File: src/rtl/hamming_pkg.sv
// Shared types and geometry helpers for the SECDED Hamming receive path.
package hamming_pkg;

  typedef enum logic [2:0] {
    IDLE,
    START,
    DATA,
    STOP,
    DECODE
  } rx_state_t;

  typedef enum logic [1:0] {
    CLEAN,
    CORR,
    DUAL
  } dec_result_t;

  // Smallest P with 2^P >= data_w + P + 1.
  function automatic int hamming_par_bits(input int data_w);
    int p;
    p = 1;
    while ((1 << p) < data_w + p + 1) p++;
    return p;
  endfunction

  // Codeword width including the overall parity bit at position 0.
  function automatic int hamming_cw_w(input int data_w);
    return data_w + hamming_par_bits(data_w) + 1;
  endfunction

endpackage

File: src/rtl/secded_decode.sv
// Combinational SECDED decoder: syndrome, overall parity, single-bit
// correction and data extraction from the non-power-of-two positions.
module secded_decode
  import hamming_pkg::*;
#(
  parameter int DATA_W = 4,
  parameter int CW_W   = hamming_cw_w(DATA_W)
) (
  input  logic [CW_W-1:0]   cw,
  output logic [DATA_W-1:0] data,
  output dec_result_t       res
);

  localparam int P = hamming_par_bits(DATA_W);

  logic [P-1:0]    syn;
  logic            par;
  logic [CW_W-1:0] corr;
  int              k;

  // Classify the codeword, flip the indicated bit, then gather data bits.
  always_comb begin
    syn  = '0;
    par  = ^cw;
    corr = cw;
    data = '0;
    res  = CLEAN;
    k    = 0;
    for (int i = 1; i < CW_W; i++) begin
      if (cw[i]) syn = syn ^ P'(i);
    end
    if (syn == '0 && !par) begin
      res = CLEAN;
    end else if (par && int'(syn) <= CW_W - 1) begin
      // syn == 0 here means only the overall parity bit was hit
      res = CORR;
    end else begin
      res = DUAL;
    end
    if (res == CORR) begin
      for (int i = 1; i < CW_W; i++) begin
        if (P'(i) == syn) corr[i] = ~corr[i];
      end
    end
    for (int i = 1; i < CW_W; i++) begin
      if ((i & (i - 1)) != 0) begin
        data[k] = corr[i];
        k = k + 1;
      end
    end
  end

endmodule

File: src/rtl/hamming_serial_rx.sv
// Serial SECDED receiver: synchroniser, mid-bit sampling FSM, decode and
// saturating error statistics.
//
// state  | meaning
// IDLE   | line idle, waiting for a falling edge
// START  | timing to mid start bit, rejects glitches
// DATA   | sampling CW_W codeword bits, LSB first
// STOP   | sampling stop bit, flags framing errors
// DECODE | one cycle, decoded result registered to outputs
module hamming_serial_rx
  import hamming_pkg::*;
#(
  parameter int DATA_W       = 4,
  parameter int CLKS_PER_BIT = 27,
  parameter int CNT_W        = 8
) (
  input  logic              clk,
  input  logic              rst_n,
  input  logic              rx_i,
  input  logic              clr_cnt_i,
  output logic [DATA_W-1:0] data_o,
  output logic              valid_o,
  output logic              err_corr_o,
  output logic              err_dual_o,
  output logic              frame_err_o,
  output logic [CNT_W-1:0]  corr_cnt_o,
  output logic [CNT_W-1:0]  dual_cnt_o
);

  localparam int CW_W = hamming_cw_w(DATA_W);
  localparam int TW   = $clog2(CLKS_PER_BIT);
  localparam int IW   = $clog2(CW_W);

  rx_state_t       state_q, state_d;
  logic [TW-1:0]   timer_q, timer_d;
  logic [IW-1:0]   idx_q, idx_d;
  logic [CW_W-1:0] shreg_q, shreg_d;
  logic            sync1_q, rx_s, rx_prev_q;
  logic            tick, frame_err_d, do_decode;
  logic [DATA_W-1:0] dec_data;
  dec_result_t     dec_res;

  secded_decode #(.DATA_W(DATA_W)) u_dec (
    .cw   (shreg_q),
    .data (dec_data),
    .res  (dec_res)
  );

  // Two-flop synchroniser plus previous-value flop for edge detection.
  always_ff @(posedge clk or negedge rst_n) begin
    if (!rst_n) begin
      sync1_q   <= 1'b1;
      rx_s      <= 1'b1;
      rx_prev_q <= 1'b1;
    end else begin
      sync1_q   <= rx_i;
      rx_s      <= sync1_q;
      rx_prev_q <= rx_s;
    end
  end

  // State, bit timer, bit index and shift register.
  always_ff @(posedge clk or negedge rst_n) begin
    if (!rst_n) begin
      state_q <= IDLE;
      timer_q <= '0;
      idx_q   <= '0;
      shreg_q <= '0;
    end else begin
      state_q <= state_d;
      timer_q <= timer_d;
      idx_q   <= idx_d;
      shreg_q <= shreg_d;
    end
  end

  assign tick = (timer_q == '0);

  // Next-state logic; the timer is a down-counter reloaded at each sample.
  always_comb begin
    state_d     = state_q;
    timer_d     = tick ? timer_q : timer_q - 1'b1;
    idx_d       = idx_q;
    shreg_d     = shreg_q;
    frame_err_d = 1'b0;
    do_decode   = 1'b0;
    case (state_q)
      IDLE: begin
        if (rx_prev_q && !rx_s) begin
          state_d = START;
          timer_d = TW'(CLKS_PER_BIT / 2 - 1);
        end
      end
      START: begin
        if (tick) begin
          if (rx_s) begin
            state_d = IDLE;
          end else begin
            state_d = DATA;
            idx_d   = '0;
            timer_d = TW'(CLKS_PER_BIT - 1);
          end
        end
      end
      DATA: begin
        if (tick) begin
          shreg_d[idx_q] = rx_s;
          timer_d        = TW'(CLKS_PER_BIT - 1);
          if (idx_q == IW'(CW_W - 1)) state_d = STOP;
          else idx_d = idx_q + 1'b1;
        end
      end
      STOP: begin
        if (tick) begin
          if (rx_s) begin
            state_d = DECODE;
          end else begin
            frame_err_d = 1'b1;
            state_d     = IDLE;
          end
        end
      end
      DECODE: begin
        do_decode = 1'b1;
        state_d   = IDLE;
      end
      default: state_d = IDLE;
    endcase
  end

  // Registered outputs and saturating counters; clear beats increment.
  always_ff @(posedge clk or negedge rst_n) begin
    if (!rst_n) begin
      data_o      <= '0;
      valid_o     <= 1'b0;
      err_corr_o  <= 1'b0;
      err_dual_o  <= 1'b0;
      frame_err_o <= 1'b0;
      corr_cnt_o  <= '0;
      dual_cnt_o  <= '0;
    end else begin
      valid_o     <= 1'b0;
      err_corr_o  <= 1'b0;
      err_dual_o  <= 1'b0;
      frame_err_o <= frame_err_d;
      if (do_decode && dec_res != DUAL) begin
        data_o     <= dec_data;
        valid_o    <= 1'b1;
        err_corr_o <= (dec_res == CORR);
      end
      if (do_decode && dec_res == DUAL) err_dual_o <= 1'b1;
      if (clr_cnt_i) corr_cnt_o <= '0;
      else if (do_decode && dec_res == CORR && corr_cnt_o != '1)
        corr_cnt_o <= corr_cnt_o + 1'b1;
      if (clr_cnt_i) dual_cnt_o <= '0;
      else if (do_decode && dec_res == DUAL && dual_cnt_o != '1)
        dual_cnt_o <= dual_cnt_o + 1'b1;
    end
  end

endmodule

File: config.mk
export PLATFORM = sky130hd
export DESIGN_NAME = hamming_serial_rx
export DESIGN_NICKNAME = d
export VERILOG_FILES = /design/src/rtl/hamming_pkg.sv /design/src/rtl/secded_decode.sv /design/src/rtl/hamming_serial_rx.sv
export SDC_FILE = /design/constraint.sdc
export NUM_CORES = 1
export LEC_CHECK = 0
export CAP_MARGIN = 0
export CORE_MARGIN = 4
export CORE_UTILIZATION = 40
export DETAILED_ROUTE_END_ITERATION = 6
export GPL_TIMING_DRIVEN = 0
export MAX_ROUTING_LAYER = met4
export PLACE_DENSITY = 0.66
export SYNTH_ARGS = -nofsm -noshare
export SYNTH_HDL_FRONTEND = slang
export SYNTH_SLANG_ARGS = --single-unit
File: constraint.sdc
create_clock -name clk -period 4.4 [get_ports clk]
set_input_delay 0.44 -clock clk [delete_from_list [all_inputs] [get_ports clk]]
set_output_delay 0.44 -clock clk [all_outputs]
set_load 0.01 [all_outputs]
==> flow_summary.yaml, run 1 <==
status:
  outcome: "finished, final reports clean"
synth:
  synth_top_family_by_area: "simple AND/OR/NAND/NOR gates"
  synth_top_flop_cell: "dfrtp_1"
  syn_nets: 265
  synth_edf_count: 0
  synth-simple-area-share_pct: 18.7
  seq_area_frac_synth_pct: 44.7
  synth-compound-area-share_pct: 13.1
  yosys.cell_types.count: 48
  yosys.area_share.adder_pct: 2.91
  synth-xor-area-share_pct: 8.29
  synth_area_sq_um: 2580
  synth_cells: 255
  yosys_register_bits: 46
  syn_area_per_cell_sq_um: 10.1
  muxShareOfSynthArea_pct: 7.71
  ys_warn_count: 0
  synthArstFlopShare_pct: 100
power:
  total_power_mw: 1.06
  leakage_nw: 1.30
  power_density_nw_per_um2: 346
  ir_drop_uv: 133
place:
  io_buffers: 27
  placed_area_sq_um: 2960
  globalplace.congestion: 0.894
  hpwlAfterDp_microns: 3620
  post-place-ws_ns: 1.85
timing:
  hold_violations: 0
  slew_violations: 0
  tns_ns: 0
  worstMarginPinSlew_ns: 0.816
  finalHoldWorstSlack_ns: 0.00635
  fmax_mhz: 387
  slew_headroom_pct: 45.4
  setup-violations-final: 0
  skew_ns: 0.0120
  min_period_ns: 2.59
  layout_setup_ws_ns: 1.81
  fin_crit_sh_pct: 58.8
  grt_setup_unrepaired: "false"
route:
  drc: 0
  viasPerCell: 5.45
  drtPass1Iterations: 4
  wl_microns: 5120
  drt_iter0_drc: 79
  num_vias: 2004
  wl_per_cell_microns: 13.9
  ant_nets: 0
floorplan:
  io_pins: 28
  coreArea_sq_um: 6310
  die_area_sq_um: 7800
  die_width_microns: 88.3
  die_h_microns: 88.3
  start_util_pct: 40.9
  std_cell_rows: 29
clock_tree:
  cts-root-buf: "clkbuf_8"
  cts_tree: "yes"
  postCtsSetupRepairBufs: 0
  worstSkewPairLatency_ns: 0.31
  cts_buffers: 5
  clkSinkCount: 46
  cts-resized-gates: 0
  cts_buffer_depth: 2
  clk_pin_slew_ns: 0.09
  cts_max_level: 2
  cts_hold_buf: 0
cells_and_area:
  final_common_cell: "dfrtp_1"
  finalInstanceArea_sq_um: 3070
  mostFrequentLayoutCells: "43 x dfrtp_1, 26 x clkdlybuf4s50_1, 24 x nand3_1, 18 x a21oi_1, 15 x mux2_2"
  area_delta_synth_final_pct: 18.9
  nets: 300
  fillerInstances: 594
  diodes: 0
  drive_gt1_share_pct: 14.1
global_routing:
  antenna_found_initial: 0
  grt.total_usage_pct: 14.5
  grt_pass1_wl_microns: 8690
  grt_max_degree: 36
  grt_pass1_vias: 1897
  grt-ovfl-total: 0
critical_path:
  timing.critical_path.from_type: "flip-flop"
  worst_setup_path_end_kind: "flip-flop"
  worst_ep_required_time_ns: 4.63
  r2r_slack_ns: 1.81
  path_max_fanout: 10
  worstPathArrival_ns: 2.82
  crit_type: "flip-flop to flip-flop"
hold_path:
  hp-class: "primary input to asynchronous set/reset pin"
run:
  drv_cap: 0
-- routing by layer --
metal / global-route usage, % / up-vias / share of wire (%)
li1: - / 997 / -
met1: 18.4 / 968 / 48
met2: 23.2 / 35 / 46
met3: 3.63 / 4 / 4.6
met4: 3.71 / 0 / 0.88
met5: - / - / 0
-- worst max-delay path: stages (launching register included) --
cell and delay [ns]:
dfrtp_1 0.40, inv_1 0.10, ha_1 0.21, nor4b_2 0.69
inv_1 0.28, ha_1 0.37, o31ai_1 0.23, a22oi_1 0.10
o22ai_1 0.13
-- power by group --
part           internal [mW]  switching, mW
clock                  0.144          0.148
combinational          0.116          0.155
sequential             0.465         0.0334
-- area by class of cell --
class | instances | area, sq um | share of cell area, %
Clock inverter | 1 | 8.76 | 0.285
Clock buffer | 7 | 96.3 | 3.14
Timing Repair Buffer | 28 | 285 | 9.30
Buffer | 12 | 80.1 | 2.61
Sequential cell | 46 | 1150 | 37.6
Multi-Input combinational cell | 187 | 1310 | 42.7
Tap cell | 77 | 96.3 | 3.14
Inverter | 10 | 37.5 | 1.22
-- synthesized netlist by cell type (all sizes together) (2+ instances only) --
| library cell | instances | share of area [%] |
|---|---|---|
| o211ai | 2 | 0.58 |
| nor2 | 14 | 2.0 |
| buf | 4 | 1.3 |
| ha | 6 | 2.9 |
| a211oi | 2 | 0.58 |
| dfstp | 3 | 3.1 |
| inv | 10 | 1.5 |
| nand3 | 24 | 4.7 |
| nand2 | 13 | 1.9 |
| a22oi | 2 | 0.58 |
| dfrtp | 43 | 42 |
| nor3 | 12 | 2.3 |
| nor2b | 7 | 1.7 |
| xnor2 | 11 | 4.8 |
| mux2 | 15 | 6.5 |
| xor2 | 6 | 2.6 |
| or4 | 8 | 2.3 |
| mux2i | 3 | 1.2 |
| clkbuf | 5 | 0.78 |
| and3 | 4 | 0.97 |
| or3 | 2 | 0.53 |
| dlygate4sd1 | 2 | 0.68 |
| nor4 | 2 | 0.48 |
| a21o | 2 | 0.58 |
| o31ai | 10 | 2.9 |
| a21oi | 18 | 3.5 |
| o21ai | 11 | 2.1 |
-- path summary, 6_finish.rpt --
path,cells after the start,endpoint,startpoint
min in group clk,0,rx_s,sync1_q
worst max-delay path,8,timer_q[0],timer_q[0]
max in group asynchronous,2,rx_prev_q,rst_n
worst max register to register,8,timer_q[0],timer_q[0]
worst min register to register,0,rx_s,sync1_q
worst min-delay path,1,valid_o,rst_n
-- per-stage QoR --
step           std cells  util (%)
2_1_floorplan        255         -
3_3_place_gp         359      46.7
3_5_place_dp         360      46.9
4_1_cts              368      48.6
5_1_grt              368      48.6
6_report             368      48.6
-- sequential cells by signal, summed over array words and instances, names as in the netlist, 3 cells and up --
signal,flops
state_q,3
dual_cnt_o,8
corr_cnt_o,8
idx_q,3
timer_q,5
data_o,4
shreg_q,8
-- cell families after synthesis --
logic type / Yosys count
multiplexers: 18
flip-flops: 46
AND/OR/NAND/NOR: 91
XOR/XNOR: 18
buffers and inverters: 22
AO/OA/AOI/OAI: 54
adder cells (fa/ha/maj): 6
Note: power is estimated with default switching activity, not from simulation.
==> run 2, diff against run 1 <==
PLACE_DENSITY = 0.68   (was 0.66)
clock period = 2.27 ns   (was 4.4 ns; I/O delays follow)
==> flow_summary.yaml, run 2 (synthesis results as in run 1) <==
floorplan:
  die_area_sq_um: 7800
  io_pins: 28
  die_h_microns: 88.3
  die_width_microns: 88.3
  std_cell_rows: 29
  coreArea_sq_um: 6310
  start_util_pct: 40.9
clock_tree:
  cts_buffers: 5
  clk_pin_slew_ns: 0.09
  cts-root-buf: "clkbuf_8"
  cts_tree: "yes"
  worstSkewPairLatency_ns: 0.30
  clkSinkCount: 46
  cts_buffer_depth: 2
  cts_max_level: 2
cells_and_area:
  diodes: 0
  fin_util_pct: 50.4
  reg_top3: "corr_cnt_o (8), dual_cnt_o (8), shreg_q (8)"
  final_common_cell: "dfrtp_1"
  nets: 304
  finalInstanceArea_sq_um: 3180
  mostFrequentLayoutCells: "42 x dfrtp_1, 26 x clkdlybuf4s50_1, 24 x nand3_1, 18 x a21oi_1, 15 x mux2_2"
  area_delta_synth_final_pct: 23.2
  drive_gt1_share_pct: 19.7
route:
  drc: 0
  num_vias: 2028
  drtPass1Iterations: 5
  wl_per_cell_microns: 13.8
  drt_iter0_drc: 82
  ant_nets: 0
  viasPerCell: 5.45
  wl_microns: 5140
status:
  outcome: "finished, final reports clean"
global_routing:
  grt_max_degree: 31
  grt-ovfl-total: 0
  grt_pass1_vias: 1841
  antenna_found_initial: 0
  grt.total_usage_pct: 13.9
  grt_pass1_wl_microns: 8350
timing:
  layout_setup_ws_ns: 0.0280
  skew_ns: 0.00640
  fmax_mhz: 446
  setup-violations-final: 0
  grt_setup_unrepaired: "true"
  fin_crit_sh_pct: 98.8
  min_period_ns: 2.24
  finalHoldWorstSlack_ns: 0.322
  worstMarginPinSlew_ns: 0.450
  hold_violations: 0
  slew_violations: 0
  slew_headroom_pct: 69.9
critical_path:
  critPathTopFamily: "simple AND/OR/NAND/NOR gates"
  timing.critical_path.from_type: "flip-flop"
  cp.depth: 6
  worst_ep_required_time_ns: 2.47
  slowest_stage: "nor3b_1"
  crit_buf_inv: 1
  r2r_start: "state_q[1]"
  r2r_cells: 6
  r2r_slack_ns: 0.03
  crit_type: "flip-flop to flip-flop"
  path_max_fanout: 9
  worst_setup_path_end_kind: "flip-flop"
  cpPeakStageDelay_ns: 0.44
  path_cells: "clkbuf_1 -> nor3b_1 -> o21ai_0 -> a21o_2 -> nor4_2 -> mux2_2"
  timing.rr.end: "dual_cnt_o[6]"
  worstPathArrival_ns: 2.44
power:
  intPower_mw: 1.40
  power_frac_seq_pct: 46.8
  swShare_pct: 32.7
  p_comb_share_pct: 27.2
  power_density_nw_per_um2: 657
  ir_drop_uv: 306
  leakage_nw: 1.33
  pwr-share-clk_pct: 26.1
  p_sw_mw: 0.683
hold_path:
  hold_path_end: "sync1_q"
  hp-class: "primary input to flip-flop"
  worstHoldStart: "rx_i"
  min_delay_path_depth: 1
place:
  hpwlAfterDp_microns: 3610
  io_buffers: 27
  post-place-ws_ns: -0.331
  placed_area_sq_um: 2960
  globalplace.congestion: 0.848
run:
  drv_cap: 0
## run 2: cell count changes in the layout (fill, tap and decap cells not counted), moves of 2 or more
cell / before / now
nor4_2: 0 / 2
buf_4: 0 / 3
nor4_1: 2 / 0
xnor2_2: 1 / 4
xnor2_1: 9 / 6
xor2_1: 4 / 2
## run 2: per-stage QoR
stage          std cells  TNS [ns]  total power [mW]
2_1_floorplan        255         0              1.39
3_3_place_gp         359    -13.41              1.49
3_5_place_dp         360     -1.85              1.51
4_1_cts              369         0              2.08
5_1_grt              372    -0.297              2.21
6_report             372         0              2.09
## run 2: timing repair
item,4_1_cts,5_1_grt
pin swaps,1,1
endpoints found under the hold margin,13,0
gates resized for setup,7,10
setup buffers,0,3
hold buffers,1,0
setup endpoints to repair,14,25
## run 2: worst max path at each step
stage               startpoint       endpoint  slack (ns)
floorplan           timer_q[0]     timer_q[0]         0.1
global placement         rst_n  corr_cnt_o[4]       -0.29
detailed placement  timer_q[0]     timer_q[0]       -0.33
CTS                 shreg_q[3]      data_o[1]      0.0001
global route        state_q[1]  dual_cnt_o[5]       -0.06
finish              state_q[1]  dual_cnt_o[6]        0.03
## run 2: area by class of cell
| cell class | instances | area (sq um) |
|---|---|---|
| fillers | 584 | 3130 |
| repair buffers | 32 | 318 |
| flip-flops and latches | 46 | 1160 |
| multi-input cells | 187 | 1390 |
| clock buffers | 6 | 82.6 |
| clock inverters | 2 | 16.3 |
| inverters | 10 | 37.5 |
| plain buffers | 12 | 81.3 |
| well taps | 77 | 96.3 |
## run 2: worst reg2reg max path, cell delays in order, from the launching register on
cell	delay (ns)
dfrtp_1	0.37
clkbuf_1	0.19
nor3b_1	0.44
o21ai_0	0.22
a21o_2	0.30
nor4_2	0.26
mux2_2	0.36
## run 2: layer usage
metal | routed length, microns | track usage (%) | share of wire, %
met3 | 170 | 2.51 | 3.3
met5 | 0 | - | 0
met1 | 2440 | 18.3 | 47
met2 | 2470 | 21.6 | 48
met4 | 66 | 4.53 | 1.3
## run 2: power groups by stage
| stage | sequential [mW] | clock, mW | combinational (mW) |
|---|---|---|---|
| floorplan | 0.970 | 0 | 0.419 |
| global placement | 0.980 | 0 | 0.511 |
| finish | 0.976 | 0.544 | 0.567 |
| detailed placement | 0.983 | 0 | 0.530 |
| CTS | 0.977 | 0.564 | 0.541 |
| global route | 0.984 | 0.597 | 0.631 |
